$ cat src/rtl/game_vga_display.sv
// game_vga_display: VGA timing generator for a game pixel pipeline.
// A clock divider produces one pixel strobe every DIV clocks. Horizontal and
// vertical counters present x/y/display_on to the game logic. The colour that
// comes back (RGB_LATENCY clocks later) is aligned with delayed sync/blank
// signals before it reaches the DAC.
// Optional feature: define GAME_VGA_BORDER_EN to force a full-intensity
// one-pixel frame around the visible area.

`ifndef GAME_RGB_WIDTH
`define GAME_RGB_WIDTH 12
`endif

module game_vga_display #(
    parameter int clk_mhz       = 50,
    parameter int pixel_mhz     = 25,
    parameter int screen_width  = 640,
    parameter int screen_height = 480,
    parameter int h_front       = 16,
    parameter int h_sync        = 96,
    parameter int h_back        = 48,
    parameter int v_front       = 10,
    parameter int v_sync        = 2,
    parameter int v_back        = 33,
    parameter int RGB_LATENCY   = 1,
    parameter int w_x           = $clog2(screen_width),
    parameter int w_y           = $clog2(screen_height)
) (
    input  logic                       clk,
    input  logic                       rst,
    input  logic [`GAME_RGB_WIDTH-1:0] rgb_in,
    output logic                       pixel_strobe,
    output logic                       display_on,
    output logic [w_x-1:0]             x,
    output logic [w_y-1:0]             y,
    output logic                       frame_start,
    output logic                       vga_hsync,
    output logic                       vga_vsync,
    output logic [`GAME_RGB_WIDTH-1:0] vga_rgb
);

    localparam int DIV     = clk_mhz / pixel_mhz;
    localparam int H_TOTAL = screen_width + h_front + h_sync + h_back;
    localparam int V_TOTAL = screen_height + v_front + v_sync + v_back;
    localparam int W_H     = $clog2(H_TOTAL);
    localparam int W_V     = $clog2(V_TOTAL);
    localparam int W_D     = (DIV > 1) ? $clog2(DIV) : 1;

    localparam logic [W_D-1:0] D_LAST = W_D'(DIV - 1);
    localparam logic [W_H-1:0] H_LAST = W_H'(H_TOTAL - 1);
    localparam logic [W_V-1:0] V_LAST = W_V'(V_TOTAL - 1);

    // Sync pulse windows in counter coordinates.
    localparam int HS_BEG = screen_width + h_front;
    localparam int HS_END = screen_width + h_front + h_sync;
    localparam int VS_BEG = screen_height + v_front;
    localparam int VS_END = screen_height + v_front + v_sync;

    // Pipeline stage layout: bit0 hsync, bit1 vsync, bit2 display_on, bit3 border.
`ifdef GAME_VGA_BORDER_EN
    localparam int SW = 4;
`else
    localparam int SW = 3;
`endif
    // Blanked stage: syncs inactive (high), display off.
    localparam logic [SW-1:0] STAGE_BLANK = SW'(3);

    logic [W_D-1:0]                    r_div;
    logic                              w_tick;
    logic [W_H-1:0]                    r_h;
    logic [W_V-1:0]                    r_v;
    logic                              r_strobe;
    logic                              r_frame_start;
    logic                              r_disp;
    logic                              r_hsync;
    logic                              r_vsync;
    logic [w_x-1:0]                    r_x;
    logic [w_y-1:0]                    r_y;
    logic                              w_disp_now;
    logic                              w_hsync_now;
    logic                              w_vsync_now;
    logic [SW-1:0]                     w_stage0;
    logic [RGB_LATENCY:0][SW-1:0]      w_pipe_in;
    logic [RGB_LATENCY:0][SW-1:0]      r_pipe;
    logic [SW-1:0]                     w_last;
    logic [`GAME_RGB_WIDTH-1:0]        r_rgb;

    assign w_tick      = (r_div == D_LAST);
    assign w_disp_now  = (int'(r_h) < screen_width) && (int'(r_v) < screen_height);
    assign w_hsync_now = !((int'(r_h) >= HS_BEG) && (int'(r_h) < HS_END));
    assign w_vsync_now = !((int'(r_v) >= VS_BEG) && (int'(r_v) < VS_END));

`ifdef GAME_VGA_BORDER_EN
    logic r_border;
    logic w_border_now;
    assign w_border_now = (int'(r_h) == 0) || (int'(r_h) == screen_width - 1) ||
                          (int'(r_v) == 0) || (int'(r_v) == screen_height - 1);
    assign w_stage0 = {r_border, r_disp, r_vsync, r_hsync};
`else
    assign w_stage0 = {r_disp, r_vsync, r_hsync};
`endif

    // Clock divider: counts 0..DIV-1, the wrap cycle is the pixel tick.
    always_ff @(posedge clk) begin
        if (rst) begin
            r_div <= '0;
        end else if (w_tick) begin
            r_div <= '0;
        end else begin
            r_div <= r_div + W_D'(1);
        end
    end

    // Raster counters advance once per pixel tick.
    always_ff @(posedge clk) begin
        if (rst) begin
            r_h <= '0;
            r_v <= '0;
        end else if (w_tick) begin
            if (r_h == H_LAST) begin
                r_h <= '0;
                r_v <= (r_v == V_LAST) ? '0 : r_v + W_V'(1);
            end else begin
                r_h <= r_h + W_H'(1);
            end
        end
    end

    // Present the pre-increment position and its sync/blank state to the game.
    always_ff @(posedge clk) begin
        if (rst) begin
            r_strobe      <= 1'b0;
            r_frame_start <= 1'b0;
            r_disp        <= 1'b0;
            r_hsync       <= 1'b1;
            r_vsync       <= 1'b1;
            r_x           <= '0;
            r_y           <= '0;
`ifdef GAME_VGA_BORDER_EN
            r_border      <= 1'b0;
`endif
        end else begin
            r_strobe      <= w_tick;
            r_frame_start <= w_tick && (r_h == '0) && (r_v == '0);
            if (w_tick) begin
                r_disp  <= w_disp_now;
                r_hsync <= w_hsync_now;
                r_vsync <= w_vsync_now;
                r_x     <= w_x'(r_h);
                r_y     <= w_y'(r_v);
`ifdef GAME_VGA_BORDER_EN
                r_border <= w_border_now && w_disp_now;
`endif
            end
        end
    end

    // Shift-register input: stage 0 takes the presented state, others chain.
    generate
        for (genvar gi = 0; gi <= RGB_LATENCY; gi++) begin : g_pipe
            if (gi == 0) begin : g_first
                assign w_pipe_in[gi] = w_stage0;
            end else begin : g_chain
                assign w_pipe_in[gi] = r_pipe[gi-1];
            end
        end
    endgenerate

    // Delay sync/blank by RGB_LATENCY+1 clocks to line up with the sampled colour.
    always_ff @(posedge clk) begin
        if (rst) begin
            r_pipe <= {(RGB_LATENCY + 1){STAGE_BLANK}};
        end else begin
            r_pipe <= w_pipe_in;
        end
    end

    // Capture the game colour; it is valid RGB_LATENCY clocks after x/y moved.
    always_ff @(posedge clk) begin
        if (rst) begin
            r_rgb <= '0;
        end else begin
            r_rgb <= rgb_in;
        end
    end

    assign w_last = r_pipe[RGB_LATENCY];

    // Blank the colour outside the visible area (and paint the border if enabled).
    always_comb begin
        vga_rgb = '0;
        if (w_last[2]) begin
            vga_rgb = r_rgb;
`ifdef GAME_VGA_BORDER_EN
            if (w_last[3]) begin
                vga_rgb = '1;
            end
`endif
        end
    end

    assign pixel_strobe = r_strobe;
    assign frame_start  = r_frame_start;
    assign display_on   = r_disp;
    assign x            = r_x;
    assign y            = r_y;
    assign vga_hsync    = w_last[0];
    assign vga_vsync    = w_last[1];

endmodule

$ cat config.mk
export PLATFORM = sky130hd
export DESIGN_NAME = game_vga_display
export DESIGN_NICKNAME = d
export VERILOG_FILES = /design/src/rtl/game_vga_display.sv
export SDC_FILE = /design/constraint.sdc
export NUM_CORES = 1
export LEC_CHECK = 0
export ABC_CLOCK_PERIOD_IN_PS = 2000
export BUFFER_PORTS_ARGS = -buffer_cell sky130_fd_sc_hd__clkbuf_2
export CORE_ASPECT_RATIO = 2
export CORE_MARGIN = 2
export CORE_UTILIZATION = 35
export CTS_CLUSTER_DIAMETER = 60
export DETAILED_ROUTE_END_ITERATION = 8
export GPL_TIMING_DRIVEN = 0
export PLACE_DENSITY = 0.57
export REMOVE_ABC_BUFFERS = 1
export SYNTH_ARGS = -nofsm -noshare
export SYNTH_HDL_FRONTEND = slang
export SYNTH_SLANG_ARGS = --single-unit
$ cat constraint.sdc
create_clock -name clk -period 2 [get_ports clk]
set_input_delay 0 -clock clk [delete_from_list [all_inputs] [get_ports clk]]
set_output_delay 0 -clock clk [all_outputs]
set_load 0.1 [all_outputs]
==> impl_metrics.env, run 1 <==
export IMPL_outcome="complete, no violations"
export IMPL_cts_sinks=63
export IMPL_setup_viol_count_final=0
export IMPL_antenna_found_initial=0
export IMPL_p_per_area_nw_per_um2=913
export IMPL_grt_total_usage=0.147
export IMPL_num_rows=43
export IMPL_critical_path_class="flop to flop"
export IMPL_grt_start_max_net_pins=57
export IMPL_hold_viol=0
export IMPL_timing_final_max_slew_violations=0
export IMPL_synth_top_area_frac=0.502
export IMPL_routedWlPerCell_um=12.7
export IMPL_skew_ns=0.00556
export IMPL_ant_nets=0
export IMPL_place_congestion=0.806
export IMPL_critPathCaptureType="flop"
export IMPL_fin_crit_ns=1.87
export IMPL_worst_slack_ns=0.128
export IMPL_clockBufferDepth=2
export IMPL_regArea_sq_um=1270
export IMPL_dieWidth_um=63.9
export IMPL_drc=0
export IMPL_cts_max_level=3
export IMPL_max_freq_mhz=534
export IMPL_synth_top_cells_by_area="dfxtp_1, mux2i_1, nor2_1"
export IMPL_rrSetupSlack_ns=0.13
export IMPL_layout_nets=333
export IMPL_hold_class="flop to flop"
export IMPL_path_max_fanout=17
export IMPL_ys_seq_elements=63
export IMPL_multi_input_area_sq_um=1180
export IMPL_vdd_drop_max_mv=0.435
export IMPL_leakagePower_nw=1.30
export IMPL_tns_ns=0
export IMPL_critPathMaxStageDelay_ns=0.55
export IMPL_yosys_warnings=0
export IMPL_clkTransAtPathRegs_ns=0.05
export IMPL_clock_latency_ns=0.32
export IMPL_period_share=0.936
export IMPL_grt_overflow=0
export IMPL_seq_area_frac_synth=0.502
export IMPL_drv_cap=0
export IMPL_tritoncts="built"
export IMPL_cts_buffers=9
export IMPL_yosys_cell_types_count=40
export IMPL_rsz0062_at_grt="no"
export IMPL_holdWs_ns=0.405
export IMPL_synth_cells=258
export IMPL_drive_gt1_frac=0.250
export IMPL_finalWirelength_um=5220
export IMPL_dp_hpwl_um=3410
export IMPL_die_area_sq_um=7910
export IMPL_pin_count=50
export IMPL_grt_pass1_wl_um=8690
export IMPL_crit_required_ns=2.26
export IMPL_worst_pin_slew_ns=1.11
export IMPL_worstPathCellList="nand3_4 > or4_4 > or4_1 > a21oi_1"
export IMPL_port_buffers=49
export IMPL_synth_area_per_cell_sq_um=9.74
export IMPL_cp_data_arrival_time_ns=2.13
export IMPL_syn_cell_area_sq_um=2510
export IMPL_dr_pass1_iters=4
export IMPL_core_area_sq_um=6940
export IMPL_start_util=0.362
export IMPL_die_h_um=124
export IMPL_critical_path_slowest_cell="or4_4"
export IMPL_relSlewSlack=0.262
export IMPL_grt_pass1_vias=1836
export IMPL_fillers=661
export IMPL_syn_to_final_growth_pct=29.7
export IMPL_cts_root_buffer="clkbuf_16"
export IMPL_dr_total_vias=1980
export IMPL_drtIter0Drc=44
export IMPL_synth_top_area_cell="dfxtp_1"
export IMPL_diodes=0
export IMPL_crit_path_start_kind="flop"
export IMPL_via_per_inst=4.83
export IMPL_pre_cts_slack_ns=-0.427
## path summary, 6_finish.rpt
check,from,endpoint,cells past startpoint
max reg2reg,r_div,r_v[9],4
max,r_div,r_v[9],4
min reg2reg,r_pipe[1],w_last[1],1
min,r_pipe[1],w_last[1],1
## critical path, delay by kind of cell, from the launching register on
kind	cells	cell delay [ns]
compound gates	1	0.15
flops	1	0.52
simple gates	3	1.13
## area by class of cell
cell class | instances | area share
clock buffers | 12 | 0.0757
multi-input cells | 172 | 0.362
clock inverters | 4 | 0.0138
flip-flops and latches | 63 | 0.389
inverters | 7 | 0.00806
repair buffers | 62 | 0.117
well taps | 90 | 0.0346
## synthesized netlist by cell type (all sizes together)
cell type  number
a211oi          1
a21oi           7
a32o            1
and2           12
and3            3
and4            2
and4b           1
buf             8
clkbuf          8
dfxtp          63
ha              4
inv             7
mux2i          21
nand2           5
nand2b          3
nand3           9
nand3b          1
nand4           5
nand4b          1
nand4bb         1
nor2           31
nor2b          16
nor3           11
nor4            6
o211ai          2
o21ai           4
o31ai           4
o32a            1
or2             5
or3             2
or4             3
xnor2           5
xor2            5
## layout by cell type (no fill, tap or decap), drive strengths merged
cell	n
dfxtp	63
clkbuf	61
nor2	31
mux2i	21
nor2b	16
and2	12
dlygate4sd3	12
nor3	11
nand3	9
inv	7
a21oi	7
nor4	6
xnor2	5
nand4	5
xor2	5
nand2	5
or2	5
o21ai	4
o31ai	4
ha	4
and3	3
nand2b	3
clkinv	3
or4	3
and4	2
or3	2
o211ai	2
nand3b	1
nand4bb	1
a211oi	1
a32o	1
and4b	1
nand4b	1
o32a	1
bufinv	1
buf	1
## routing by layer
metal	vias up	wire [um]	GRT usage
met2	48	2840	0.264
met5	-	0	0
met3	9	241	0.0497
met4	0	138	0.103
met1	926	2000	0.136
li1	997	-	-
## cell families (layout without fill, tap and decap cells)
logic type / after synthesis / after routing / share of synthesized area
and+or+nand+nor: 117 / 117 / 0.268
DFF: 63 / 63 / 0.502
buffers and inverters: 23 / 85 / 0.0408
muxes: 21 / 21 / 0.0837
AOI/OAI and AO/OA: 20 / 20 / 0.0508
xor gates and xnor gates: 10 / 10 / 0.0349
adders and majority gates: 4 / 4 / 0.0199
## registers in the layout, indices dropped and copies added (netlist names)
register,count
display_on,1
frame_start,1
pixel_strobe,1
r_div,1
r_h,10
r_hsync,1
r_pipe,3
r_rgb,12
r_v,10
r_vsync,1
w_last,3
x,10
y,9
## where the power goes
part / total [mW] / internal (mW) / switching, mW
Sequential: 1.30 / 1.28 / 0.0223
Combinational: 0.170 / 0.0613 / 0.109
Clock: 1.50 / 0.990 / 0.510
Total: 2.97 / 2.33 / 0.641
## repair_timing
| action | 4_1_cts | 5_1_grt |
|---|---|---|
| endpoints found under the hold margin | 12 | 0 |
| pin swaps | 0 | 0 |
| setup buffers | 1 | 0 |
| hold buffers | 12 | 0 |
| gates resized for setup | 5 | 3 |
| endpoints found under the setup margin | 16 | 8 |
## per-stage QoR
stage	total power, mW	cell area (sq um)	std cells	util
after floorplan	1.43	2440	242	-
after CTS	3.02	3240	410	0.467
after global placement	1.48	2790	381	0.403
final	2.97	3260	410	0.469
after global routing	3.10	3260	410	0.469
after detailed placement	1.48	2800	381	0.403
(Power assumes the default switching activity.)
==> run 2, diff against run 1 <==
--- a/config.mk
+++ b/config.mk
@@ -8,7 +8,7 @@
 export ABC_CLOCK_PERIOD_IN_PS = 2000
 export BUFFER_PORTS_ARGS = -buffer_cell sky130_fd_sc_hd__clkbuf_2
 export CORE_ASPECT_RATIO = 2
-export CORE_MARGIN = 2
+export CORE_MARGIN = 5
 export CORE_UTILIZATION = 35
 export CTS_CLUSTER_DIAMETER = 60
 export DETAILED_ROUTE_END_ITERATION = 8
==> impl_metrics.env, run 2 (synthesized netlist as in run 1, its figures left out) <==
export IMPL_final_cells=410
export IMPL_dieWidth_um=69.9
export IMPL_mostFrequentLayoutCell="dfxtp_1"
export IMPL_start_util=0.359
export IMPL_drc=0
export IMPL_worst_path_stages=5
export IMPL_path_max_fanout=8
export IMPL_worstPathCellList="ha_4 > nand3_4 > or4_4 > or4_1 > a21oi_1"
export IMPL_cts_buffers=9
export IMPL_met2_usage=0.233
export IMPL_period_share=0.967
export IMPL_worst_pin_slew_ns=1.09
export IMPL_hold_viol=0
export IMPL_pin_count=50
export IMPL_cp_num_buf_inv=0
export IMPL_dr_pass1_iters=4
export IMPL_post_place_cells=381
export IMPL_fin_util=0.463
export IMPL_grt_use_met3=0.0478
export IMPL_drv_cap=0
export IMPL_cp_top_family="simple AND/OR/NAND/NOR gates"
export IMPL_outcome="complete, no violations"
export IMPL_cts_root_buffer="clkbuf_16"
export IMPL_grt_pass1_vias=1985
export IMPL_ant_nets=0
export IMPL_rr_worst_depth=5
export IMPL_hold_class="flop to flop"
export IMPL_core_area_sq_um=6990
export IMPL_antenna_found_initial=0
export IMPL_design_power_total_mw=2.87
export IMPL_drive_gt1_frac=0.238
export IMPL_r2r_start="r_h[1]"
export IMPL_critPathCaptureType="flop"
export IMPL_rrSetupSlack_ns=0.07
export IMPL_drtIter0Drc=95
export IMPL_via_per_inst=4.77
export IMPL_setup_viol_count_final=0
export IMPL_cp_data_arrival_time_ns=2.19
export IMPL_cts_max_level=3
export IMPL_num_rows=43
export IMPL_cp_endpoint="r_v[7]"
export IMPL_crit_required_ns=2.26
export IMPL_routedWlPerCell_um=13.1
export IMPL_rsz0062_at_grt="no"
export IMPL_critical_path_class="flop to flop"
export IMPL_leakagePower_nw=1.29
export IMPL_grt_total_usage=0.133
export IMPL_critPathMaxStageDelay_ns=0.55
export IMPL_skew_ns=0.00524
export IMPL_relSlewSlack=0.274
export IMPL_clkTransAtPathRegs_ns=0.05
export IMPL_layout_nets=333
export IMPL_grt_pass1_wl_um=9500
export IMPL_die_area_sq_um=9080
export IMPL_timing_final_max_slew_violations=0
export IMPL_met1_usage=0.136
export IMPL_place_congestion=0.850
export IMPL_cts_sinks=63
export IMPL_syn_to_final_growth_pct=28.8
export IMPL_tritoncts="built"
export IMPL_fin_crit_ns=1.93
export IMPL_clockBufferDepth=2
export IMPL_clock_latency_ns=0.32
export IMPL_final_cell_mix="dfxtp_1, clkbuf_2, nor2_1"
export IMPL_dr_total_vias=1954
export IMPL_largest_register_ff_count=12
export IMPL_finalWirelength_um=5380
export IMPL_crit_path_start_kind="flop"
export IMPL_die_h_um=130
export IMPL_dp_hpwl_um=3580
export IMPL_r2r_end="r_v[7]"
export IMPL_max_freq_mhz=517
export IMPL_startpoint="r_h[1]"
export IMPL_top_register="r_rgb"
export IMPL_vdd_drop_max_mv=0.389
export IMPL_grt_start_max_net_pins=57
export IMPL_port_buffers=49
export IMPL_p_per_area_nw_per_um2=887
export IMPL_diodes=0
export IMPL_grt_overflow=0
export IMPL_busiest_layer="met2"
export IMPL_critical_path_slowest_cell="or4_4"
## run 2: changes by cell type in the layout (fill, tap and decap cells not counted), sizes merged
cell and delta:
bufinv -1, clkbuf +4, clkinv -3
## run 2: timing repair
item                                    4_1_cts  5_1_grt
endpoints found under the hold margin        12        0
resized for setup                             4        3
setup buffers                                 1        0
endpoints found under the setup margin       16        4
hold buffers                                 12        0
## run 2: final cells by class
cell class	instances	area, sq um
timing repair buffer	62	380
inverter	7	26.3
clock buffer	16	272
fill	679	3760
tap	90	113
sequential	63	1270
multi-input combinational	172	1180
## run 2: how the worst min path moves through the flow
stage / from / to / slack (ns) / depth (start not counted)
CTS: r_pipe[1] / w_last[1] / 0.41 / 1
global route: r_pipe[1] / w_last[1] / 0.42 / 1
detailed placement: rgb_in[2] / r_rgb[2] / 0.22 / 2
global placement: rgb_in[11] / r_rgb[11] / 0.22 / 2
floorplan: rst / r_h[0] / 0.07 / 1
finish: r_pipe[1] / w_last[1] / 0.41 / 1
## run 2: metal layers
metal / vias up / part of all wire
li1: 999 / -
met1: 888 / 0.40
met2: 52 / 0.53
met3: 15 / 0.049
met4: 0 / 0.026
met5: - / 0
## run 2: report_power, final
| group | internal, mW | switching (mW) | total, mW | leakage (nW) |
|---|---|---|---|---|
| registers | 1.28 | 0.0229 | 1.31 | 0.513 |
| clock network | 0.906 | 0.490 | 1.40 | 0.131 |
| logic | 0.0612 | 0.109 | 0.170 | 0.642 |
| total | 2.25 | 0.622 | 2.87 | 1.29 |
## run 2: stage by stage
step / worst slack (ns) / cell area [sq um] / TNS, ns / hold slack, ns
after floorplan: -0.504 / 2440 / -2.59 / 0.0691
after CTS: 0.0184 / 3220 / 0 / 0.410
after global routing: 0.00290 / 3240 / 0 / 0.419
final: 0.0655 / 3240 / 0 / 0.407
after detailed placement: -0.450 / 2800 / -3.80 / 0.218
after global placement: -1.03 / 2790 / -14.39 / 0.217
